<file path="src/rtl/vc_out_port_mux.sv">
// Output port stage: one-hot input select, 2-entry FIFO, per-VC credit gating.
// Optional pop counter port flit_cnt when OUT_MUX_FLIT_CNT_EN is defined.
module vc_out_port_mux #(
    parameter int NUM_IN      = 5,
    parameter int DATA_W      = 32,
    parameter int VCH_W       = 2,
    parameter int CREDIT_INIT = 4
) (
    input  logic                     clk,
    input  logic                     rst_n,
    input  logic [NUM_IN*DATA_W-1:0] idata,
    input  logic [NUM_IN-1:0]        ivalid,
    input  logic [NUM_IN*VCH_W-1:0]  ivch,
    input  logic [NUM_IN-1:0]        sel,
    output logic                     iready,
    output logic [DATA_W-1:0]        odata,
    output logic                     ovalid,
    output logic [VCH_W-1:0]         ovch,
    input  logic [(2**VCH_W)-1:0]    credit_in,
    output logic [1:0]               err
`ifdef OUT_MUX_FLIT_CNT_EN
    ,
    output logic [31:0]              flit_cnt
`endif
);

    localparam int NUM_VC = 2**VCH_W;
    localparam int CW = $clog2(CREDIT_INIT + 1);
    localparam logic [CW-1:0] CMAX = CW'(CREDIT_INIT);

    logic [DATA_W-1:0] fifo_data [2];
    logic [VCH_W-1:0]  fifo_vch  [2];
    logic              wptr;
    logic              rptr;
    logic [1:0]        count;
    logic [DATA_W-1:0] last_data;
    logic [VCH_W-1:0]  last_vch;
    logic [CW-1:0]     credit [NUM_VC];
    logic [1:0]        err_q;

    logic              sel_multi;
    logic              sel_onehot;
    logic              sel_vld;
    logic [DATA_W-1:0] mux_data;
    logic [VCH_W-1:0]  mux_vch;
    logic              push;
    logic              pop;
    logic [VCH_W-1:0]  head_vch;
    logic [NUM_VC-1:0] dec;
    logic [NUM_VC-1:0] full;
    logic              ovf;

    always_comb begin
        mux_data = '0;
        mux_vch  = '0;
        for (int i = 0; i < NUM_IN; i++) begin
            if (sel[i]) begin
                mux_data = mux_data | idata[i*DATA_W +: DATA_W];
                mux_vch  = mux_vch | ivch[i*VCH_W +: VCH_W];
            end
        end
    end

    assign sel_multi  = |(sel & (sel - NUM_IN'(1)));
    assign sel_onehot = (sel != '0) && !sel_multi;
    assign sel_vld    = |(sel & ivalid);

    assign iready   = (count != 2'd2);
    assign push     = sel_onehot && sel_vld && iready;
    assign head_vch = fifo_vch[rptr];
    assign ovalid   = (count != 2'd0) && (credit[head_vch] != '0);
    assign pop      = ovalid;

    // When empty, outputs keep the last flit that left rather than stale RAM.
    assign odata = (count != 2'd0) ? fifo_data[rptr] : last_data;
    assign ovch  = (count != 2'd0) ? head_vch : last_vch;
    assign err   = err_q;

    always_comb begin
        dec  = '0;
        full = '0;
        for (int v = 0; v < NUM_VC; v++) begin
            dec[v]  = pop && (head_vch == VCH_W'(v));
            full[v] = (credit[v] == CMAX);
        end
    end

    assign ovf = |(credit_in & ~dec & full);

    always_ff @(posedge clk or negedge rst_n) begin
        if (!rst_n) begin
            fifo_data[0] <= '0;
            fifo_data[1] <= '0;
            fifo_vch[0]  <= '0;
            fifo_vch[1]  <= '0;
            wptr         <= 1'b0;
            rptr         <= 1'b0;
            count        <= 2'd0;
            last_data    <= '0;
            last_vch     <= '0;
        end else begin
            if (push) begin
                fifo_data[wptr] <= mux_data;
                fifo_vch[wptr]  <= mux_vch;
                wptr            <= ~wptr;
            end
            if (pop) begin
                rptr      <= ~rptr;
                last_data <= fifo_data[rptr];
                last_vch  <= head_vch;
            end
            if (push && !pop) begin
                count <= count + 2'd1;
            end else if (pop && !push) begin
                count <= count - 2'd1;
            end
        end
    end

    always_ff @(posedge clk or negedge rst_n) begin
        if (!rst_n) begin
            for (int v = 0; v < NUM_VC; v++) begin
                credit[v] <= CMAX;
            end
        end else begin
            for (int v = 0; v < NUM_VC; v++) begin
                if (credit_in[v] && !dec[v]) begin
                    if (!full[v]) begin
                        credit[v] <= credit[v] + CW'(1);
                    end
                end else if (dec[v] && !credit_in[v]) begin
                    credit[v] <= credit[v] - CW'(1);
                end
            end
        end
    end

    always_ff @(posedge clk or negedge rst_n) begin
        if (!rst_n) begin
            err_q <= 2'b00;
        end else begin
            if (sel_multi && sel_vld) begin
                err_q[0] <= 1'b1;
            end
            if (ovf) begin
                err_q[1] <= 1'b1;
            end
        end
    end

`ifdef OUT_MUX_FLIT_CNT_EN
    always_ff @(posedge clk or negedge rst_n) begin
        if (!rst_n) begin
            flit_cnt <= '0;
        end else if (pop) begin
            flit_cnt <= flit_cnt + 32'd1;
        end
    end
`endif

endmodule
</file>
<file path="config.mk">
export PLATFORM = sky130hd
export DESIGN_NAME = vc_out_port_mux
export DESIGN_NICKNAME = d
export VERILOG_FILES = /design/src/rtl/vc_out_port_mux.sv
export SDC_FILE = /design/constraint.sdc
export NUM_CORES = 1
export LEC_CHECK = 0
export CAP_MARGIN = 15
export CORE_UTILIZATION = 50
export DETAILED_ROUTE_END_ITERATION = 10
export MAX_ROUTING_LAYER = met4
export PLACE_DENSITY_LB_ADDON = 0.3
export SYNTH_ARGS = -nofsm -noshare
export SYNTH_HDL_FRONTEND = slang
export SYNTH_SLANG_ARGS = --single-unit
</file>
<file path="constraint.sdc">
create_clock -name clk -period 7.4 [get_ports clk]
set_input_delay 1.48 -clock clk [delete_from_list [all_inputs] [get_ports clk]]
set_output_delay 1.48 -clock clk [all_outputs]
set_load 0.005 [all_outputs]
</file>
==> results of run 1 <==
-- Yosys cell counts (9+ instances only) --
library cell / number
dfrtp_1: 116
mux2_2: 70
mux2i_1: 69
nor2_1: 47
inv_1: 45
nand2_1: 45
a21oi_1: 44
a22oi_1: 37
a222oi_1: 35
clkbuf_1: 25
o21ai_0: 12
nor3_1: 10
buf_1: 9
-- logic make-up after synthesis --
family                     Yosys count  synth area share
xor gates and xnor gates            11            0.0140
muxes                              143             0.222
DFF                                120             0.438
AOI/OAI and AO/OA                  162             0.174
adders and majority gates            6            0.0150
and+or+nand+nor                    121            0.0759
buffers and inverters               93            0.0607
-- worst register-to-register path, cell delays in order (launching register included) --
cell and delay (ns):
dfrtp_2 1.12, mux2i_1 0.75, nand2_1 0.24, a32oi_4 0.27
buf_4 0.57, ha_1 0.38, nor2_1 0.15, xor2_1 0.16
-- power by group through the flow --
stage               logic (mW)  registers, mW  clock network, mW
finish                    1.93           1.23              0.871
global route              2.08           1.27              0.905
CTS                       1.93           1.23              0.878
detailed placement        1.90           1.23                  0
global placement          1.82           1.20                  0
floorplan                 1.28           1.12                  0
-- worst paths after layout --
kind	end	depth (start not counted)	slack, ns	startpoint
max in group asynchronous	rptr	3	5.38	rst_n
min in group asynchronous	fifo_data[29]	1	0.99	rst_n
worst min register to register	err[0]	1	0.47	err[0]
worst min-delay path	err[0]	1	0.47	err[0]
worst max register to register	count[1]	7	3.68	rptr
worst max-delay path	ovalid	6	2.01	rptr
-- state kept, by name, indices dropped and copies added (netlist names) --
register / count
fifo_data: 64
last_data: 32
credit: 12
fifo_vch: 4
count: 2
err: 2
last_vch: 2
rptr: 1
wptr: 1
-- routing by layer --
layer,GRT usage,wire (microns),vias up
met3,0.0589,1180,33
met2,0.514,10400,276
met4,0.0941,336,0
li1,-,-,2838
met1,0.336,7850,3047
met5,-,0,-
-- stage by stage --
stage | setup WS [ns] | hold slack [ns]
after floorplan | 4.19 | 0.451
after global placement | 2.65 | 0.456
after detailed placement | 2.52 | 0.448
after CTS | 2.07 | 0.462
after global routing | 1.77 | 0.485
final | 2.01 | 0.467
-- area by class of cell --
| cell class | count | share of cell area |
|---|---|---|
| repair buffers | 234 | 0.238 |
| well taps | 176 | 0.0225 |
| flip-flops and latches | 120 | 0.307 |
| clock buffers | 17 | 0.0434 |
| inverters | 45 | 0.0172 |
| clock inverters | 14 | 0.0200 |
| multi-input cells | 443 | 0.352 |
==> impl_results.md, run 1 <==
- Die Wd: around 120 microns
- Bufs and invs on worst path: 3
- Core Util, Final: 0.738
- Sw frac: 0.367
- P_int: 2.56 mW
- Max Clk Rate: 185 MHz
- Worst Path Max Fanout: 37
- Reg power frac: 0.306
- FILL cells: 913
- Clock root cell: clkbuf_16
- 1st-iter DRT viols: 719
- Avg Cell Area, Syn: 10.5 sq um
- Pin count of the biggest net entering global routing: 94
- Register Area: 0.00301 sq mm
- Layout cell share with drive strength beyond 1: 0.141
- Final setup fails: 0
- Slew Limit Fails: 0
- Max cap viols: 0
- Most common cell after layout, fill and taps aside: clkdlybuf4s50_1
- Row count: 42
- Setup TNS: 0 ns
- Final hold vios: 0
- Final GP Congestion: 1.04
- Power per cell area: 412 mW/mm^2
- Leak: 3.96 nW
- Measured slew at the worst slew-check pin: about 1.1 ns
- Synthesized cell area: 0.00686 sq mm
- Placed Cells: approximately 1000
- Ys Warns: 0
- Top-area cell type share of the netlist area: 0.423
- Maximum clock path buffer count: 2
- Hold Crit Class: register to register
- Total iterations of the first detailed-routing run: 6
- Seq/Total Area, Yosys: 0.438
- Synth cell types: 50
- First-pass GRT wire length: 31700 microns
- RSZ-0062 raised after global routing: no
- Die area: 0.0142 sq mm
- Initial antenna violation count: 0
- Synthesized flop and latch total: 120
- Most area-consuming cells after synthesis: dfrtp_1, mux2_2, mux2i_1
- Synth Flop Type: dfrtp_1
- Vias: between 6000 and 7000
- Clock tree sinks: 120
- Die height: between 100 and 150 microns
- Post-layout nets: 1052
- Final WL: 19700 microns
- Worst-path clk slew: 0.06 ns
- Post-route ant nets: 0
- WL/cell: 18.8 microns
- Antenna cells: 0
- Core outline area: 0.0133 sq mm
- Worst-Skew Late Latency: 0.42 ns
- Sw Pwr: 1.48 mW
- Detailed placement HPWL: around 14000 microns
- Dpl cell area: 0.00916 sq mm
- Critical path class: register to output pin
- Vias/cell: ~6
- Post-CTS Setup Inserts: 0
- Chain of cells forming the critical path: mux2i_1, nand2_1, a32oi_4, buf_4, inv_1, clkdlybuf4s50_1
- Data arrival, critical path: between 3 and 4 ns
- Slew Limit Headroom: 0.234
- Crit start category: register
- Gate power share: 0.478
- Setup crit end kind: output pin
- Top Ports: around 220
- CP required: 5.92 ns
- Post-synth EDFFs: 0
- CTS tree: yes
- Syn Inst Count: ~660
- Fin crit share: 0.729
- Total CTS buffers: 17
- P&R area growth vs syn: 42.9%
- GRT Overall Usage: 0.293
- Status: finished, final reports clean
- Async set-reset flop share out of synthesis: 1.00
- Resize count post-CTS: 0
- Syn Nets: 847
- I/O Buffers: 223
- CP top delay family: flip-flops
- Design area: 0.00981 sq mm
- Layout Cells excl Fill: 1049
- Initial core utilization: 0.516
- Critical path's slowest cell: dfrtp_2
- Post-synth top area cell: dfrtp_1
- H-tree depth: 4
- Commonest cells after routing, fill and taps aside: clkdlybuf4s50_1, dfrtp_1, mux2_2
- Clk_skew: 0.0173 ns
- GRT overflow: 0
- Clock power share: 0.216
- Peak supply drop: 0.000255 V
- Multi-input gate area: 0.00346 sq mm
- CTS Hold Bufs: 0
- Design Power: just over 4 mW
- Vias in the first global route: 6558
- Drt drc: 0
- CP peak stage delay: ~1.1 ns
- Final Critical Period: 5.39 ns
Power figures use the tool's default switching activity.
==> run 2: changes to the inputs <==
Settings changed: CORE_UTILIZATION 50 to 42.
Clock period 7.4 ns to 4.69 ns, I/O delays scaled along.
==> run 2 against run 1 <==
  * Clock power rose by 46%
  * Register-to-register slack got worse by 2.3 ns
  * Die area rose by 19%
  * Setup slack got worse by 1.2 ns
  * Core utilization fell by 12 points
  * Clock skew fell by 0.0096 ns
  * Power rose by 53%
  * Design area fell by 0.11%
  * Routed wire length fell by 2.2%
  * Sequential power rose by 51%
  * Hold slack got worse by 0.00093 ns
  * Combinational power rose by 58%
==> impl_results.md, run 2 (synthesis gave the netlist of run 1 again) <==
- Commonest cells after routing, fill and taps aside: clkdlybuf4s50_1, dfrtp_1, mux2_2 (unchanged)
- Crit start category: register (unchanged)
- Vias in the first global route: 6104 (was 6558)
- RSZ-0062 raised after global routing: no (unchanged)
- Clock root cell: clkbuf_16 (unchanged)
- End point of the critical path: ovalid (unchanged)
- Detailed placement HPWL: 13600 microns (about the same)
- 1st-iter DRT viols: 494 (was 719)
- Post-CTS Setup Inserts: 0 (unchanged)
- Initial core utilization: 0.430 (was 0.516)
- Clk_skew: 0.00771 ns (was 0.0173 ns)
- GRT busiest layer: met2 (unchanged)
- Row count: 46 (was 42)
- Critical R2R Launch: rptr (unchanged)
- Die height: 130 microns (was 119 microns)
- Post-layout nets: 1052 (unchanged)
- Most common cell after layout, fill and taps aside: clkdlybuf4s50_1 (unchanged)
- Critical path's slowest cell: buf_4 (was dfrtp_2)
- Fin crit share: 0.828
- Worst-Skew Late Latency: 0.41 ns (was 0.42 ns)
- Die area: 0.0169 sq mm (was 0.0142 sq mm)
- Design Power: 6.18 mW (was 4.04 mW)
- CP required: 3.75 ns (was 5.92 ns)
- CP peak stage delay: 0.51 ns (was 1.12 ns)
- Drt drc: 0 (unchanged)
- Critical path class: register to output pin (unchanged)
- Final WL: 19300 microns (was 19700 microns)
- Final hold vios: 0 (unchanged)
- Routing usage on met1: 0.304 (was 0.336)
- Flop2flop setup slack: 1.37 ns (was 3.68 ns)
- Final Critical Period: 3.88 ns
- Hold Crit Class: register to register (unchanged)
- Worst-path clk slew: 0.05 ns (was 0.06 ns)
- Met3 GRT Util: 0.0590 (was 0.0589)
- Core outline area: 0.0159 sq mm (was 0.0133 sq mm)
- H-tree depth: 4 (unchanged)
- WL/cell: 17.7 microns (was 18.8 microns)
- Max Clk Rate: ~260 MHz
- Slew Limit Fails: 0 (unchanged)
- Worst Path Max Fanout: 30 (was 37)
- I/O Buffers: 223 (unchanged)
- Chain of cells forming the critical path: buf_4, mux2_2, mux2i_1, a32oi_4, inv_1, clkdlybuf4s50_1 (was mux2i_1, nand2_1, a32oi_4, buf_4, inv_1, clkdlybuf4s50_1)
- Vias/cell: 5.48 (was 5.90)
- Final GP Congestion: 0.813 (was 1.04)
- Worst Setup SP: rptr (unchanged)
- Status: finished, final reports clean (unchanged)
- Layout cell share with drive strength beyond 1: 0.138 (was 0.141)
- Max reg flops: 64 (unchanged)
- Final setup fails: 0 (unchanged)
- Total iterations of the first detailed-routing run: 7 (was 6)
- Peak supply drop: 0.000395 V (was 0.000255 V)
- P&R area growth vs syn: 42.8% (was 42.9%)
- Max cap viols: 0 (unchanged)
- Clock tree sinks: 120 (unchanged)
- Vias: 5974 (was 6194)
- Measured slew at the worst slew-check pin: 0.947 ns (was 1.15 ns)
- Top Ports: 224 (unchanged)
- Data arrival, critical path: 2.94 ns (was 3.91 ns)
- FF-to-FF path depth: 8 (was 7)
- Post-route ant nets: 0 (unchanged)
- FF-to-FF End: count[1] (unchanged)
- Die Wd: 130 microns (was 119 microns)
- Top flop regs: fifo_data x64, last_data x32, credit x12 (unchanged)
- Biggest register: fifo_data (unchanged)
- GRT overflow: 0 (unchanged)
- GRT Overall Usage: 0.249 (was 0.293)
- Routing usage on met2: 0.413 (was 0.514)
- Total CTS buffers: 17 (unchanged)
- CTS tree: yes (unchanged)
- Resize count post-CTS: 0 (unchanged)
- Antenna cells: 0 (unchanged)
- Setup TNS: 0 ns (unchanged)
- CTS Hold Bufs: 0 (unchanged)
- Pin count of the biggest net entering global routing: 62 (was 94)
- Maximum clock path buffer count: 2 (unchanged)
- Setup crit end kind: output pin (unchanged)
- Leak: 3.94 nW (was 3.96 nW)
- Power per cell area: 631 mW/mm^2 (was 412 mW/mm^2)
- First-pass GRT wire length: 31000 microns (was 31700 microns)
- Slew Limit Headroom: 0.363 (was 0.234)
- Initial antenna violation count: 0 (unchanged)
- FILL cells: 1352 (was 913)
[run 2: per-stage QoR]
step / std cells / worst slack, ns / instance area, sq um / hold slack, ns / utilization
after global routing: 1090 / 0.665 / 9800 / 0.498 / 0.615
after global placement: 1058 / 0.989 / 9220 / 0.462 / 0.578
final: 1090 / 0.807 / 9800 / 0.466 / 0.615
after CTS: 1090 / 0.775 / 9800 / 0.472 / 0.615
after detailed placement: 1058 / 0.945 / 9220 / 0.455 / 0.578
after floorplan: 656 / 2.02 / 6860 / 0.451 / -
[run 2: power by group]
group	switching (mW)	internal [mW]	leakage, nW	total, mW
Sequential	0.321	1.54	1.25	1.86
Combinational	1.45	1.60	2.42	3.05
Clock	0.446	0.822	0.273	1.27
Total	2.21	3.96	3.94	6.18
[run 2: worst max-delay path, delay by kind of cell (launching register included)]
family | cells | cell delay, ns
buffers and inverters | 3 | 1.09
muxes | 2 | 0.82
AOI/OAI and AO/OA | 1 | 0.11
DFF | 1 | 0.48
[run 2: worst min-delay path by stage]
stage            from      to  slack, ns  cells after the start
2_1_floorplan  err[0]  err[0]       0.45                      1
3_5_place_dp   err[0]  err[0]       0.46                      1
5_1_grt        err[1]  err[1]       0.50                      1
3_3_place_gp   err[0]  err[0]       0.46                      1
4_1_cts        err[0]  err[0]       0.47                      1
6_report       err[0]  err[0]       0.47                      1
[run 2: area by class of cell]
class | instances | area [sq um] | share of cell area
clock buffer | 25 | 485 | 0.0496
multi-input combinational | 443 | 3460 | 0.353
clock inverter | 7 | 92.6 | 0.00945
tap | 216 | 270 | 0.0276
timing repair buffer | 234 | 2310 | 0.236
sequential | 120 | 3010 | 0.307
inverter | 45 | 169 | 0.0172
[run 2: routing by layer]
layer  up-vias  part of all wire
met1      2908              0.44
met4         0            0.0089
met2       214              0.50
met3        12             0.053
met5         -                 0
li1       2840                 -
==> run 3: changes to the inputs <==
Settings changed: CORE_UTILIZATION 42 to 47.
Clock period 4.69 ns to 3.6 ns, I/O delays scaled along.
==> run 3 against run 2 <==
  * Final cell count decreased by 2.7%
  * Clock-buffer cell count decreased by 2
  * Combinational power increased by 32%
  * Die area decreased by 10%
  * Critical endpoint unchanged
  * Sequential power increased by 32%
  * Via count increased by 4.5%
  * First-iteration DRC count increased by 26%
  * Register-to-register slack got worse by 0.81 ns
  * Critical path depth decreased by 1
  * Largest cell class unchanged
==> impl_results.md, run 3 (synthesis gave the netlist of run 1 again) <==
- Core Util, Final: 0.697 (was 0.615)
- FF-to-FF End: count[1] (unchanged)
- Design Power: 8.10 mW (was 6.18 mW)
- Power per cell area: 827 mW/mm^2 (was 631 mW/mm^2)
- Worst-path clk slew: 0.06 ns (was 0.05 ns)
- Layout Cells excl Fill: 1061 (was 1090)
- FILL cells: 1010 (was 1352)
- Pin count of the biggest net entering global routing: 60 (was 62)
- Setup crit end kind: output pin (unchanged)
- CTS tree: yes (unchanged)
- Row count: 43 (was 46)
- WL/cell: 19.3 microns (was 17.7 microns)
- First-pass GRT wire length: 32000 microns (was 31000 microns)
- Data arrival, critical path: 2.64 ns (was 2.94 ns)
- RSZ-0062 raised after global routing: no (unchanged)
- Vias: 6242 (was 5974)
- Maximum clock path buffer count: 2 (unchanged)
- Die height: 123 microns (was 130 microns)
- Slew Limit Headroom: 0.436 (was 0.363)
- Design area: 0.00979 sq mm (was 0.00980 sq mm)
- Hold Crit Class: input port to asynchronous set/reset pin (was register to register)
- Antenna cells: 0 (unchanged)
- Clk_skew: 0.00977 ns (was 0.00771 ns)
- Die Wd: 123 microns (was 130 microns)
- Minimum hold slack: 0.387 ns (was 0.466 ns)
- Critical path's slowest cell: dfrtp_2 (was buf_4)
- Status: finished, final reports clean (unchanged)
- Crit start category: register (unchanged)
- Register Area: 0.00301 sq mm (unchanged)
- CP peak stage delay: 0.62 ns (was 0.51 ns)
- H-tree depth: 4 (unchanged)
- 1st-iter DRT viols: 624 (was 494)
- Most common cell after layout, fill and taps aside: clkdlybuf4s50_1 (unchanged)
- GRT overflow: 0 (unchanged)
- Vias in the first global route: 6561 (was 6104)
- Flop2flop setup slack: 0.56 ns (was 1.37 ns)
- Worst Setup SP: rptr (unchanged)
- Die area: 0.0151 sq mm (was 0.0169 sq mm)
- Measured slew at the worst slew-check pin: 0.839 ns (was 0.947 ns)
- Slew Limit Fails: 0 (unchanged)
- P&R area growth vs syn: 42.7% (was 42.8%)
- CP top delay family: flip-flops (was buffers and inverters)
- Critical path class: register to output pin (unchanged)
- Layout cell share with drive strength beyond 1: 0.148 (was 0.138)
- Post-CTS Setup Inserts: 0 (unchanged)
- End point of the critical path: ovalid (unchanged)
- Critical R2R Launch: rptr (unchanged)
- Fin crit share: 0.932
- Post-layout nets: 1059 (was 1052)
- CP required: 2.88 ns (was 3.75 ns)
- Commonest cells after routing, fill and taps aside: clkdlybuf4s50_1, dfrtp_1, mux2_2 (unchanged)
- Core outline area: 0.0140 sq mm (was 0.0159 sq mm)
- Vias/cell: 5.88 (was 5.48)
- I/O Buffers: 223 (unchanged)
- Final WL: 20500 microns (was 19300 microns)
- Top flop regs: fifo_data x64, last_data x32, credit x12 (unchanged)
- Initial core utilization: 0.489 (was 0.430)
- Final Critical Period: 3.36 ns
- Placed Cells: 1029 (was 1058)
- Biggest register: fifo_data (unchanged)
- Clock tree sinks: 120 (unchanged)
- Worst Path Max Fanout: 14 (was 30)
- Fin worst setup slack: 0.244 ns (was 0.807 ns)
- Drt drc: 0 (unchanged)
- Max Clk Rate: between 200 and 300 MHz
- Total CTS buffers: 17 (unchanged)
- Final setup fails: 0 (unchanged)
- Post-route ant nets: 0 (unchanged)
- Setup TNS: 0 ns (unchanged)
- Max reg flops: 64 (unchanged)
- GRT Overall Usage: 0.291 (was 0.249)
- Final GP Congestion: 0.887 (was 0.813)
- Bufs and invs on worst path: 2 (was 3)
- FF-to-FF path depth: 8 (unchanged)
- CTS Hold Bufs: 0 (unchanged)
- Total iterations of the first detailed-routing run: 5 (was 7)
- Initial antenna violation count: 0 (unchanged)
- Peak supply drop: 0.000610 V (was 0.000395 V)
- Top Ports: 224 (unchanged)
- Resize count post-CTS: 0 (unchanged)
- Final hold vios: 0 (unchanged)
- Chain of cells forming the critical path: mux2_2, nor2_1, a32oi_4, inv_1, clkdlybuf4s50_1 (was buf_4, mux2_2, mux2i_1, a32oi_4, inv_1, clkdlybuf4s50_1)
- Multi-input gate area: 0.00346 sq mm (unchanged)
- Post-Place Setup Slack: 0.343 ns (was 0.945 ns)
- Dpl cell area: 0.00923 sq mm (was 0.00922 sq mm)
- Clock root cell: clkbuf_16 (unchanged)
- CP Depth: 5 (was 6)
- Worst-Skew Late Latency: 0.41 ns (about the same)
- Detailed placement HPWL: 15000 microns (was 13600 microns)
- Leak: 3.98 nW (was 3.94 nW)
- Max cap viols: 0 (unchanged)
run 3: cell count changes in the layout (fill, tap and decap cells not counted), sizes merged:
cell | previous run | this run
bufinv | 2 | 1
clkinvlp | 3 | 0
clkdlybuf4s50 | 220 | 221
clkinv | 2 | 8
clkbuf | 26 | 23
buf | 13 | 20
run 3: power breakdown:
| group | switching (mW) | internal, mW | total, mW |
|---|---|---|---|
| combinational | 1.91 | 2.13 | 4.04 |
| clock | 0.585 | 1.01 | 1.60 |
| sequential | 0.454 | 2.01 | 2.46 |
run 3: cell type report:
type                       count  share of cell area
clock buffer                  23              0.0498
timing repair buffer         241               0.242
clock inverter                 9             0.00754
inverter                      45              0.0172
sequential                   120               0.307
tap                          180              0.0230
multi-input combinational    443               0.353
run 3: routing by layer:
metal,vias to the layer above,GRT usage,wire length (microns)
li1,2856,-,-
met1,3072,0.324,7940
met2,254,0.506,10900
met3,60,0.0455,1030
met4,0,0.140,654
met5,-,-,0
run 3: how the worst min path moves through the flow:
stage | end | slack [ns] | cells after the start
6_report | last_data[29] | 0.39 | 1
5_1_grt | credit[3] | 0.45 | 1
4_1_cts | credit[4] | 0.40 | 1
3_5_place_dp | err[0] | 0.45 | 1
3_3_place_gp | err[0] | 0.45 | 1
2_1_floorplan | count[0] | 0.42 | 0
